--- config.mk ---
export PLATFORM = sky130hd
export DESIGN_NAME = fetch
export DESIGN_NICKNAME = d
export VERILOG_FILES = /design/src/rtl/riscv_pkg.sv /design/src/rtl/fetch_fifo.sv /design/src/rtl/fetch.sv
export SDC_FILE = /design/constraint.sdc
export NUM_CORES = 1
export LEC_CHECK = 0
export ABC_AREA = 1
export BUFFER_PORTS_ARGS = -buffer_cell sky130_fd_sc_hd__buf_4
export CAP_MARGIN = 10
export CELL_PAD_IN_SITES_DETAIL_PLACEMENT = 0
export CELL_PAD_IN_SITES_GLOBAL_PLACEMENT = 1
export CORE_ASPECT_RATIO = 0.75
export CORE_UTILIZATION = 39
export CTS_BUF_LIST = sky130_fd_sc_hd__clkbuf_4 sky130_fd_sc_hd__clkbuf_8
export CTS_CLUSTER_DIAMETER = 40
export DETAILED_ROUTE_END_ITERATION = 12
export PLACE_DENSITY_LB_ADDON = 0.12
export SYNTH_ARGS = -nofsm -noshare
export SYNTH_HDL_FRONTEND = slang
export SYNTH_SLANG_ARGS = --single-unit
--- constraint.sdc ---
create_clock -name clk -period 2.3 [get_ports clk]
set_clock_uncertainty 0.2 [all_clocks]
set_input_delay 0.23 -clock clk [delete_from_list [all_inputs] [get_ports clk]]
set_output_delay 0.23 -clock clk [all_outputs]
set_load 0.05 [all_outputs]
--- src/rtl/riscv_pkg.sv ---
// riscv: shared RV32 pipeline types.
// Contents: the decode field types (opcode_t, funct3_t, funct7_t), the fetch
// address and word types (pc_t, inst_t), the fetch FSM state type, the
// default reset PC, and a PC increment helper.
package riscv;

    typedef logic [6:0]  opcode_t;
    typedef logic [2:0]  funct3_t;
    typedef logic [6:0]  funct7_t;

    typedef logic [31:0] pc_t;
    typedef logic [31:0] inst_t;

    typedef enum logic [1:0] {
        FETCH_BOOT = 2'd0,
        FETCH_RUN  = 2'd1,
        FETCH_HALT = 2'd2
    } fetch_state_t;

    localparam pc_t FETCH_RESET_PC = 32'h0000_0000;

    // Next sequential word address; wraps modulo 2^32.
    function automatic pc_t pc_inc(input pc_t pc);
        return pc + 32'd4;
    endfunction

endpackage

--- src/rtl/fetch_fifo.sv ---
// fetch_fifo: small circular buffer of fetched {pc, inst} entries.
// Ports:
//   clk, resetn       clock, asynchronous active-low reset
//   flush_i           synchronous flush (wins over push/pop)
//   push_i, wdata_i   write an entry (accepted when not full, or full and popping)
//   pop_i             remove the head entry (ignored when empty)
//   rdata_o           head entry; all-zero after reset
//   empty_o, full_o   occupancy flags
//   count_o           number of stored entries
module fetch_fifo #(
    parameter int unsigned DEPTH = 2,
    parameter int unsigned CW    = $clog2(DEPTH + 1)
) (
    input  logic          clk,
    input  logic          resetn,
    input  logic          flush_i,
    input  logic          push_i,
    input  logic          pop_i,
    input  logic [63:0]   wdata_i,
    output logic [63:0]   rdata_o,
    output logic          empty_o,
    output logic          full_o,
    output logic [CW-1:0] count_o
);

    localparam int unsigned PW = (DEPTH > 1) ? $clog2(DEPTH) : 1;

    logic [63:0]   mem_q [DEPTH];
    logic [PW-1:0] rd_q;
    logic [PW-1:0] wr_q;
    logic [CW-1:0] cnt_q;
    logic [CW-1:0] cnt_d;
    logic          pop_eff_s;
    logic          push_eff_s;

    // Pointer advance with explicit wrap so non-power-of-two depths work.
    function automatic logic [PW-1:0] ptr_inc(input logic [PW-1:0] p);
        if (p == PW'(DEPTH - 1)) begin
            return '0;
        end else begin
            return p + PW'(1);
        end
    endfunction

    assign empty_o    = (cnt_q == '0);
    assign full_o     = (cnt_q == CW'(DEPTH));
    assign count_o    = cnt_q;
    assign rdata_o    = mem_q[rd_q];
    assign pop_eff_s  = pop_i & ~empty_o;
    // A full FIFO can still take a push in the cycle its head is popped.
    assign push_eff_s = push_i & (~full_o | pop_eff_s);

    // Occupancy next-state.
    always_comb begin
        cnt_d = cnt_q;
        case ({push_eff_s, pop_eff_s})
            2'b10:   cnt_d = cnt_q + CW'(1);
            2'b01:   cnt_d = cnt_q - CW'(1);
            default: cnt_d = cnt_q;
        endcase
    end

    // Storage, pointers and occupancy registers.
    always_ff @(posedge clk or negedge resetn) begin
        if (!resetn) begin
            rd_q  <= '0;
            wr_q  <= '0;
            cnt_q <= '0;
            for (int i = 0; i < int'(DEPTH); i++) begin
                mem_q[i] <= 64'd0;
            end
        end else if (flush_i) begin
            rd_q  <= '0;
            wr_q  <= '0;
            cnt_q <= '0;
        end else begin
            if (push_eff_s) begin
                mem_q[wr_q] <= wdata_i;
                wr_q        <= ptr_inc(wr_q);
            end
            if (pop_eff_s) begin
                rd_q <= ptr_inc(rd_q);
            end
            cnt_q <= cnt_d;
        end
    end

endmodule

--- src/rtl/fetch.sv ---
// fetch: RV32 instruction fetch stage.
// Holds the PC, issues in-order word requests to instruction memory, buffers
// responses in fetch_fifo and presents one instruction per cycle to decode.
// Redirects flush the buffer; responses still in flight are dropped through a
// discard counter. A misaligned redirect target parks the stage in HALT with
// fetch_err set until an aligned redirect arrives.
// Ports:
//   clk, resetn                      clock, asynchronous active-low reset
//   imem_req/imem_addr/imem_gnt      request handshake (held until granted)
//   imem_rvalid/imem_rdata           in-order responses, no backpressure
//   redirect/redirect_pc             taken branch/jump restart
//   stall                            decode not accepting; head is held
//   inst_valid/inst/inst_pc          head instruction and its PC
//   opcode/funct3/funct7             decode fields of inst
//   fetch_err                        sticky misaligned-redirect flag
// Build option: FETCH_BYPASS_EN -- an accepted response arriving while the
// buffer is empty is shown to decode in its own rvalid cycle.
module fetch
    import riscv::*;
#(
    parameter pc_t         RESET_PC = FETCH_RESET_PC,
    parameter int unsigned DEPTH    = 2
) (
    input  logic        clk,
    input  logic        resetn,
    output logic        imem_req,
    output logic [31:0] imem_addr,
    input  logic        imem_gnt,
    input  logic        imem_rvalid,
    input  logic [31:0] imem_rdata,
    input  logic        redirect,
    input  logic [31:0] redirect_pc,
    input  logic        stall,
    output logic        inst_valid,
    output logic [31:0] inst,
    output logic [31:0] inst_pc,
    output opcode_t     opcode,
    output funct3_t     funct3,
    output funct7_t     funct7,
    output logic        fetch_err
);

    localparam int unsigned CW = $clog2(DEPTH + 1);

    fetch_state_t  state_q,   state_d;
    pc_t           pc_q,      pc_d;       // address of the current/next request
    logic [CW-1:0] cnt_q,     cnt_d;      // granted, response not yet returned
    logic [CW-1:0] disc_q,    disc_d;     // responses still to be dropped
    logic          req_q,     req_d;
    logic          rpend_q,   rpend_d;    // redirect waiting on an old grant
    pc_t           rpc_q,     rpc_d;      // target of that pending redirect
    pc_t           resp_pc_q, resp_pc_d;  // PC of the next accepted response
    logic          err_q,     err_d;

    logic          gnt_acc_s;
    logic          aligned_s;
    logic          live_s;
    logic          fifo_push_s;
    logic          fifo_pop_s;
    logic          fifo_empty_s;
    logic          fifo_full_s;
    logic [CW-1:0] fifo_count_s;
    logic [CW-1:0] occ_d;
    logic [CW:0]   inflight_d;
    logic [63:0]   fifo_rdata_s;
    logic [63:0]   head_s;

    assign gnt_acc_s = req_q & imem_gnt;
    assign aligned_s = (redirect_pc[1:0] == 2'b00);
    // A response is kept only when nothing is owed to discard and no redirect
    // is flushing in the same cycle.
    assign live_s    = imem_rvalid & (disc_q == '0) & ~redirect;

`ifdef FETCH_BYPASS_EN
    logic byp_s;
    assign byp_s       = live_s & fifo_empty_s;
    // A bypassed word consumed by decode this cycle never enters the buffer.
    assign fifo_push_s = live_s & ~(byp_s & ~stall);
    assign fifo_pop_s  = ~fifo_empty_s & ~stall;
    assign inst_valid  = ~fifo_empty_s | byp_s;
    assign head_s      = byp_s ? {resp_pc_q, imem_rdata} : fifo_rdata_s;
`else
    assign fifo_push_s = live_s;
    assign fifo_pop_s  = ~fifo_empty_s & ~stall;
    assign inst_valid  = ~fifo_empty_s;
    assign head_s      = fifo_rdata_s;
`endif

    assign inst      = head_s[31:0];
    assign inst_pc   = head_s[63:32];
    assign opcode    = head_s[6:0];
    assign funct3    = head_s[14:12];
    assign funct7    = head_s[31:25];
    assign imem_req  = req_q;
    assign imem_addr = pc_q;
    assign fetch_err = err_q;

    fetch_fifo #(
        .DEPTH (DEPTH),
        .CW    (CW)
    ) u_fifo (
        .clk     (clk),
        .resetn  (resetn),
        .flush_i (redirect),
        .push_i  (fifo_push_s),
        .pop_i   (fifo_pop_s),
        .wdata_i ({resp_pc_q, imem_rdata}),
        .rdata_o (fifo_rdata_s),
        .empty_o (fifo_empty_s),
        .full_o  (fifo_full_s),
        .count_o (fifo_count_s)
    );

    // FSM, PC, outstanding/discard bookkeeping and redirect handling.
    always_comb begin
        state_d   = state_q;
        pc_d      = pc_q;
        cnt_d     = cnt_q + CW'(gnt_acc_s) - CW'(imem_rvalid);
        disc_d    = disc_q;
        rpend_d   = rpend_q;
        rpc_d     = rpc_q;
        resp_pc_d = resp_pc_q;
        err_d     = err_q;

        case (state_q)
            FETCH_BOOT: state_d = FETCH_RUN;
            FETCH_RUN:  state_d = FETCH_RUN;
            FETCH_HALT: state_d = FETCH_HALT;
            default:    state_d = FETCH_BOOT;
        endcase

        if (redirect) begin
            state_d   = aligned_s ? FETCH_RUN : FETCH_HALT;
            err_d     = ~aligned_s;
            // Everything outstanding after this cycle belongs to the old stream.
            disc_d    = cnt_d;
            rpc_d     = redirect_pc;
            resp_pc_d = redirect_pc;
            if (req_q && !imem_gnt) begin
                // Finish the handshake at the old address first.
                rpend_d = 1'b1;
                pc_d    = pc_q;
            end else begin
                rpend_d = 1'b0;
                pc_d    = redirect_pc;
            end
        end else begin
            if (imem_rvalid && (disc_q != '0)) begin
                disc_d = disc_q - CW'(1);
            end else begin
                disc_d = disc_q;
            end
            if (gnt_acc_s) begin
                if (rpend_q) begin
                    // The late old-stream grant is owed a discard as well.
                    pc_d    = rpc_q;
                    rpend_d = 1'b0;
                    disc_d  = disc_d + CW'(1);
                end else begin
                    pc_d    = pc_inc(pc_q);
                    rpend_d = rpend_q;
                end
            end else begin
                pc_d = pc_q;
            end
            if (live_s) begin
                resp_pc_d = pc_inc(resp_pc_q);
            end else begin
                resp_pc_d = resp_pc_q;
            end
        end
    end

    // Request issue: keep a raised request stable until granted, otherwise
    // request only while every possible response has a buffer slot.
    always_comb begin
        if (redirect) begin
            occ_d = '0;
        end else begin
            occ_d = fifo_count_s + CW'(fifo_push_s) - CW'(fifo_pop_s);
        end
        inflight_d = {1'b0, cnt_d} + {1'b0, occ_d};
        if (req_q && !imem_gnt) begin
            req_d = 1'b1;
        end else if ((state_d == FETCH_RUN) && (inflight_d < (CW + 1)'(DEPTH))
                     && !(fifo_full_s && !fifo_pop_s && !redirect)) begin
            req_d = 1'b1;
        end else begin
            req_d = 1'b0;
        end
    end

    // State registers.
    always_ff @(posedge clk or negedge resetn) begin
        if (!resetn) begin
            state_q   <= FETCH_BOOT;
            pc_q      <= RESET_PC;
            cnt_q     <= '0;
            disc_q    <= '0;
            req_q     <= 1'b0;
            rpend_q   <= 1'b0;
            rpc_q     <= RESET_PC;
            resp_pc_q <= RESET_PC;
            err_q     <= 1'b0;
        end else begin
            state_q   <= state_d;
            pc_q      <= pc_d;
            cnt_q     <= cnt_d;
            disc_q    <= disc_d;
            req_q     <= req_d;
            rpend_q   <= rpend_d;
            rpc_q     <= rpc_d;
            resp_pc_q <= resp_pc_d;
            err_q     <= err_d;
        end
    end

endmodule

==> summary.txt <==
GRT
  – GRT Resource Usage Total: between 20% and 30%
  – Largest net degree at the start of global routing: roughly 110
  – Global route total overflow: 0
  – First-pass GRT wire length: between 60 and 70 mm
  – Vias in the first global route: approximately 11000
  – Antenna violations before repair: 0

STA
  – Worst-Margin Slew: around 0.63 ns
  – Final hold vios: 0
  – Max Transition Viols Final: 0
  – Unrepaired setup endpoints after global routing: yes
  – Final min period: 2.35 ns
  – Max Clock Freq: roughly 430 MHz
  – Rel. slew slack: about 58%
  – Final setup violation count: 1
  – Final WS setup: -0.0471 ns
  – Setup tns final: -0.0471 ns
  – Final period util: 102%
  – Hold slack: between 0.007 and 0.008 ns

Power and ir drop
  – Maximum vdd drop: around 0.85 mV
  – Lkg Pwr: around 8.2 nW
  – PwrDens: 1400 nW/um2

Placed design
  – Routability cong.: approximately 0.93
  – I/O Buffers: 185
  – Dpl ws: -0.146 ns
  – Dpl hpwl: between 20 and 30 mm

Status
  – Failing checks: setup timing
  – Outcome: finished, violations left

Logic synthesis
  – Synth area leader: dfrtp_1
  – Post-Synth Adder-Cell Area: less than 1%
  – Netlist cell types: 38
  – Compound-cell area share of the yosys netlist: between 10 and 15%
  – Sequential area share after synthesis: a little under half
  – Top_reg_cell synth: dfrtp_1
  – Post-Syn Area: approximately 12000 um2
  – Net count after synthesis: between 1500 and 2000
  – Synth Area in XOR/XNOR: between 1.5 and 2%
  – Simple-Gate Fraction of Synth Area: between 20% and 30%
  – Mux cell area share after synthesis: 0%
  – Synth Register Bits: approximately 240
  – Largest family of logic cells by synthesized area: simple AND/OR/NAND/NOR gates
  – Top cells by area, synth: dfrtp_1, nand2_1, o21ai_0
  – Top cell type's share of synthesized area: between 40% and 50%
  – Syn Inst Count: approximately 1600
  – YS warnings: 0
  – Synthesized area per cell: between 7 and 8 um2
  – Asr flop ratio synth: 100%
  – Number of flops mapped to enable cells by yosys: 0

Clock tree
  – # clock sinks: roughly 240
  – H-tree levels: 2
  – Clk slew on worst S/H paths: 0.06 ns
  – Longest Clk Path Bufs: 3
  – CTS Root Cell: clkbuf_8
  – Clock latency on the worst-skew pair: just under 0.6 ns
  – CTS Buf Count: 44
  – CTS tree: built

Route
  – ANT nets after route: 0
  – Vias per cell: slightly below 5
  – Drt first pass iters: 5
  – Post-route DRC: 0
  – Avg WL per Cell: around 16 um
  – Total vias in the final route: approximately 11000
  – Final Routed Wirelength: between 30 and 40 mm
  – DR iter-0 viols: about 880

Critical path
  – Critical path peak fanout: 2
  – Arrival @ worst endpoint: 2.65 ns
  – Critical path class: reg2reg
  – Critical path launch point type: register
  – Required @ worst endpoint: 2.60 ns
  – Worst setup EP type: register

Die
  – Starting Density: about two fifths
  – Area of the core: 31300 um2
  – Die width: approximately 210 um
  – I/O pin count: 186
  – Die H: 157 um
  – Row count: 56
  – Die area: between 30000 and 40000 um2

Flow run
  – Max-Cap Viols: 0

Cells and area
  – Register area: 5930 um2
  – Area grow syn2layout: 30.9%
  – Layout fillers: around 3100
  – Most frequent cells in the layout: nand2_1, dfrtp_1, buf_4
  – Multi-input gate area: between 5000 and 6000 um2
  – Most common cell after layout, fill and taps aside: nand2_1
  – Share of post-route cells with drive strength above 1: a little over a fifth
  – Final net count: approximately 2000
  – Ant diodes: 0

Min path
  – Worst Hold Class: in2async
## power by group
group / internal (mW) / leakage [nW] / total, mW / switching, mW
Sequential: 5.67 / 2.96 / 6.84 / 1.17
Combinational: 3.68 / 4.73 / 11.5 / 7.83
Clock: 2.50 / 0.494 / 4.35 / 1.85
Total: 11.8 / 8.18 / 22.7 / 10.9
## metal layers
| layer | up-vias | part of all wire, % | global-route usage (%) |
|---|---|---|---|
| met3 | 52 | 5.8 | 4.52 |
| met2 | 285 | 42 | 34.4 |
| met4 | 0 | 1.6 | 5.82 |
| met1 | 5309 | 50 | 35.5 |
| met5 | - | 0 | 0 |
| li1 | 5701 | - | - |
## final cells by class
cell class                 count  share of cell area [%]
clock buffer                  66                    5.05
clock inverter                11                   0.677
timing repair buffer         318                    17.4
tap                          406                    3.12
multi-input combinational   1151                    33.8
sequential                   237                    36.5
inverter                     149                    3.50
## repair_timing
action                                  CTS  global route
hold buffers                             71             0
resized for setup                         9            14
cloned                                    1             1
endpoints found under the setup margin   36            35
pin swaps                                 7             5
setup buffers                             5             4
hold endpoints to repair                407             0
## registers in the layout (all words and copies together), names as in the netlist
signal,cells
cnt_q,2
disc_q,2
fetch_err,1
imem_addr,32
imem_req,1
resp_pc_q,32
rpc_q,32
rpend_q,1
state_q,2
u_fifo.count_o,2
u_fifo.mem_q,128
u_fifo.rd_q,1
u_fifo.wr_q,1
## worst max-delay path, cell delays in order, from the launching register on
cell and delay, ns:
dfrtp_1 0.38, inv_2 0.08, nand2_4 0.05, nand2_4 0.06, inv_4 0.04, ha_4 0.25, inv_2 0.04, ha_4 0.15
xor2_2 0.17, nor2_2 0.11, fa_1 0.43, nor2_1 0.10, o211ai_1 0.10, o21ai_1 0.10
## stage by stage
stage	cell area [um2]	instances	util (%)	power (mW)
3_5_place_dp	14400	2179	46.0	18.0
6_report	16300	2338	51.9	22.7
2_1_floorplan	12500	1628	-	14.7
4_1_cts	16200	2333	51.6	22.8
5_1_grt	16300	2338	51.9	24.2
3_3_place_gp	14400	2179	46.0	17.9
## worst paths after layout
path	start	end	slack (ns)	depth (start not counted)
worst min register to register	state_q[0]$_DFF_PN0_	state_q[1]$_DFF_PN0_	0.21	1
worst max-delay path	u_fifo.count_o[0]$_DFFE_PN0P_	imem_req$_DFF_PN0_	-0.05	13
max in group asynchronous	resetn	u_fifo.mem_q[4]$_DFFE_PN0P_	1.17	3
worst min-delay path	resetn	imem_addr[19]$_DFFE_PN0P_	0.007	2
worst max register to register	u_fifo.count_o[0]$_DFFE_PN0P_	imem_req$_DFF_PN0_	-0.05	13
min in group clk	redirect	disc_q[0]$_DFF_PN0_	0.04	4
## kinds of logic (layout without fill, tap and decap cells)
group,count (synthesis),after routing
simple gates,809,809
compound gates,311,311
buf+inv,240,544
flops,237,237
xor+xnor,23,23
fa+ha+maj,8,8
## cell usage after synthesis, types with 4 or more instances
cell / instances
xnor2_1: 10
dfrtp_1: 237
buf_4: 19
o21ai_2: 50
xor2_1: 13
inv_1: 145
a31oi_1: 8
o21ai_1: 21
buf_6: 14
buf_1: 5
nor2_4: 6
clkbuf_2: 6
nor3_1: 10
nand2_1: 598
nand3_1: 67
o21ai_0: 137
clkbuf_1: 30
nand4_1: 4
nor2_1: 105
buf_2: 17
ha_1: 7
inv_2: 4
o211ai_1: 9
a21oi_1: 75
nand2_2: 8
(Power assumes the default switching activity.)
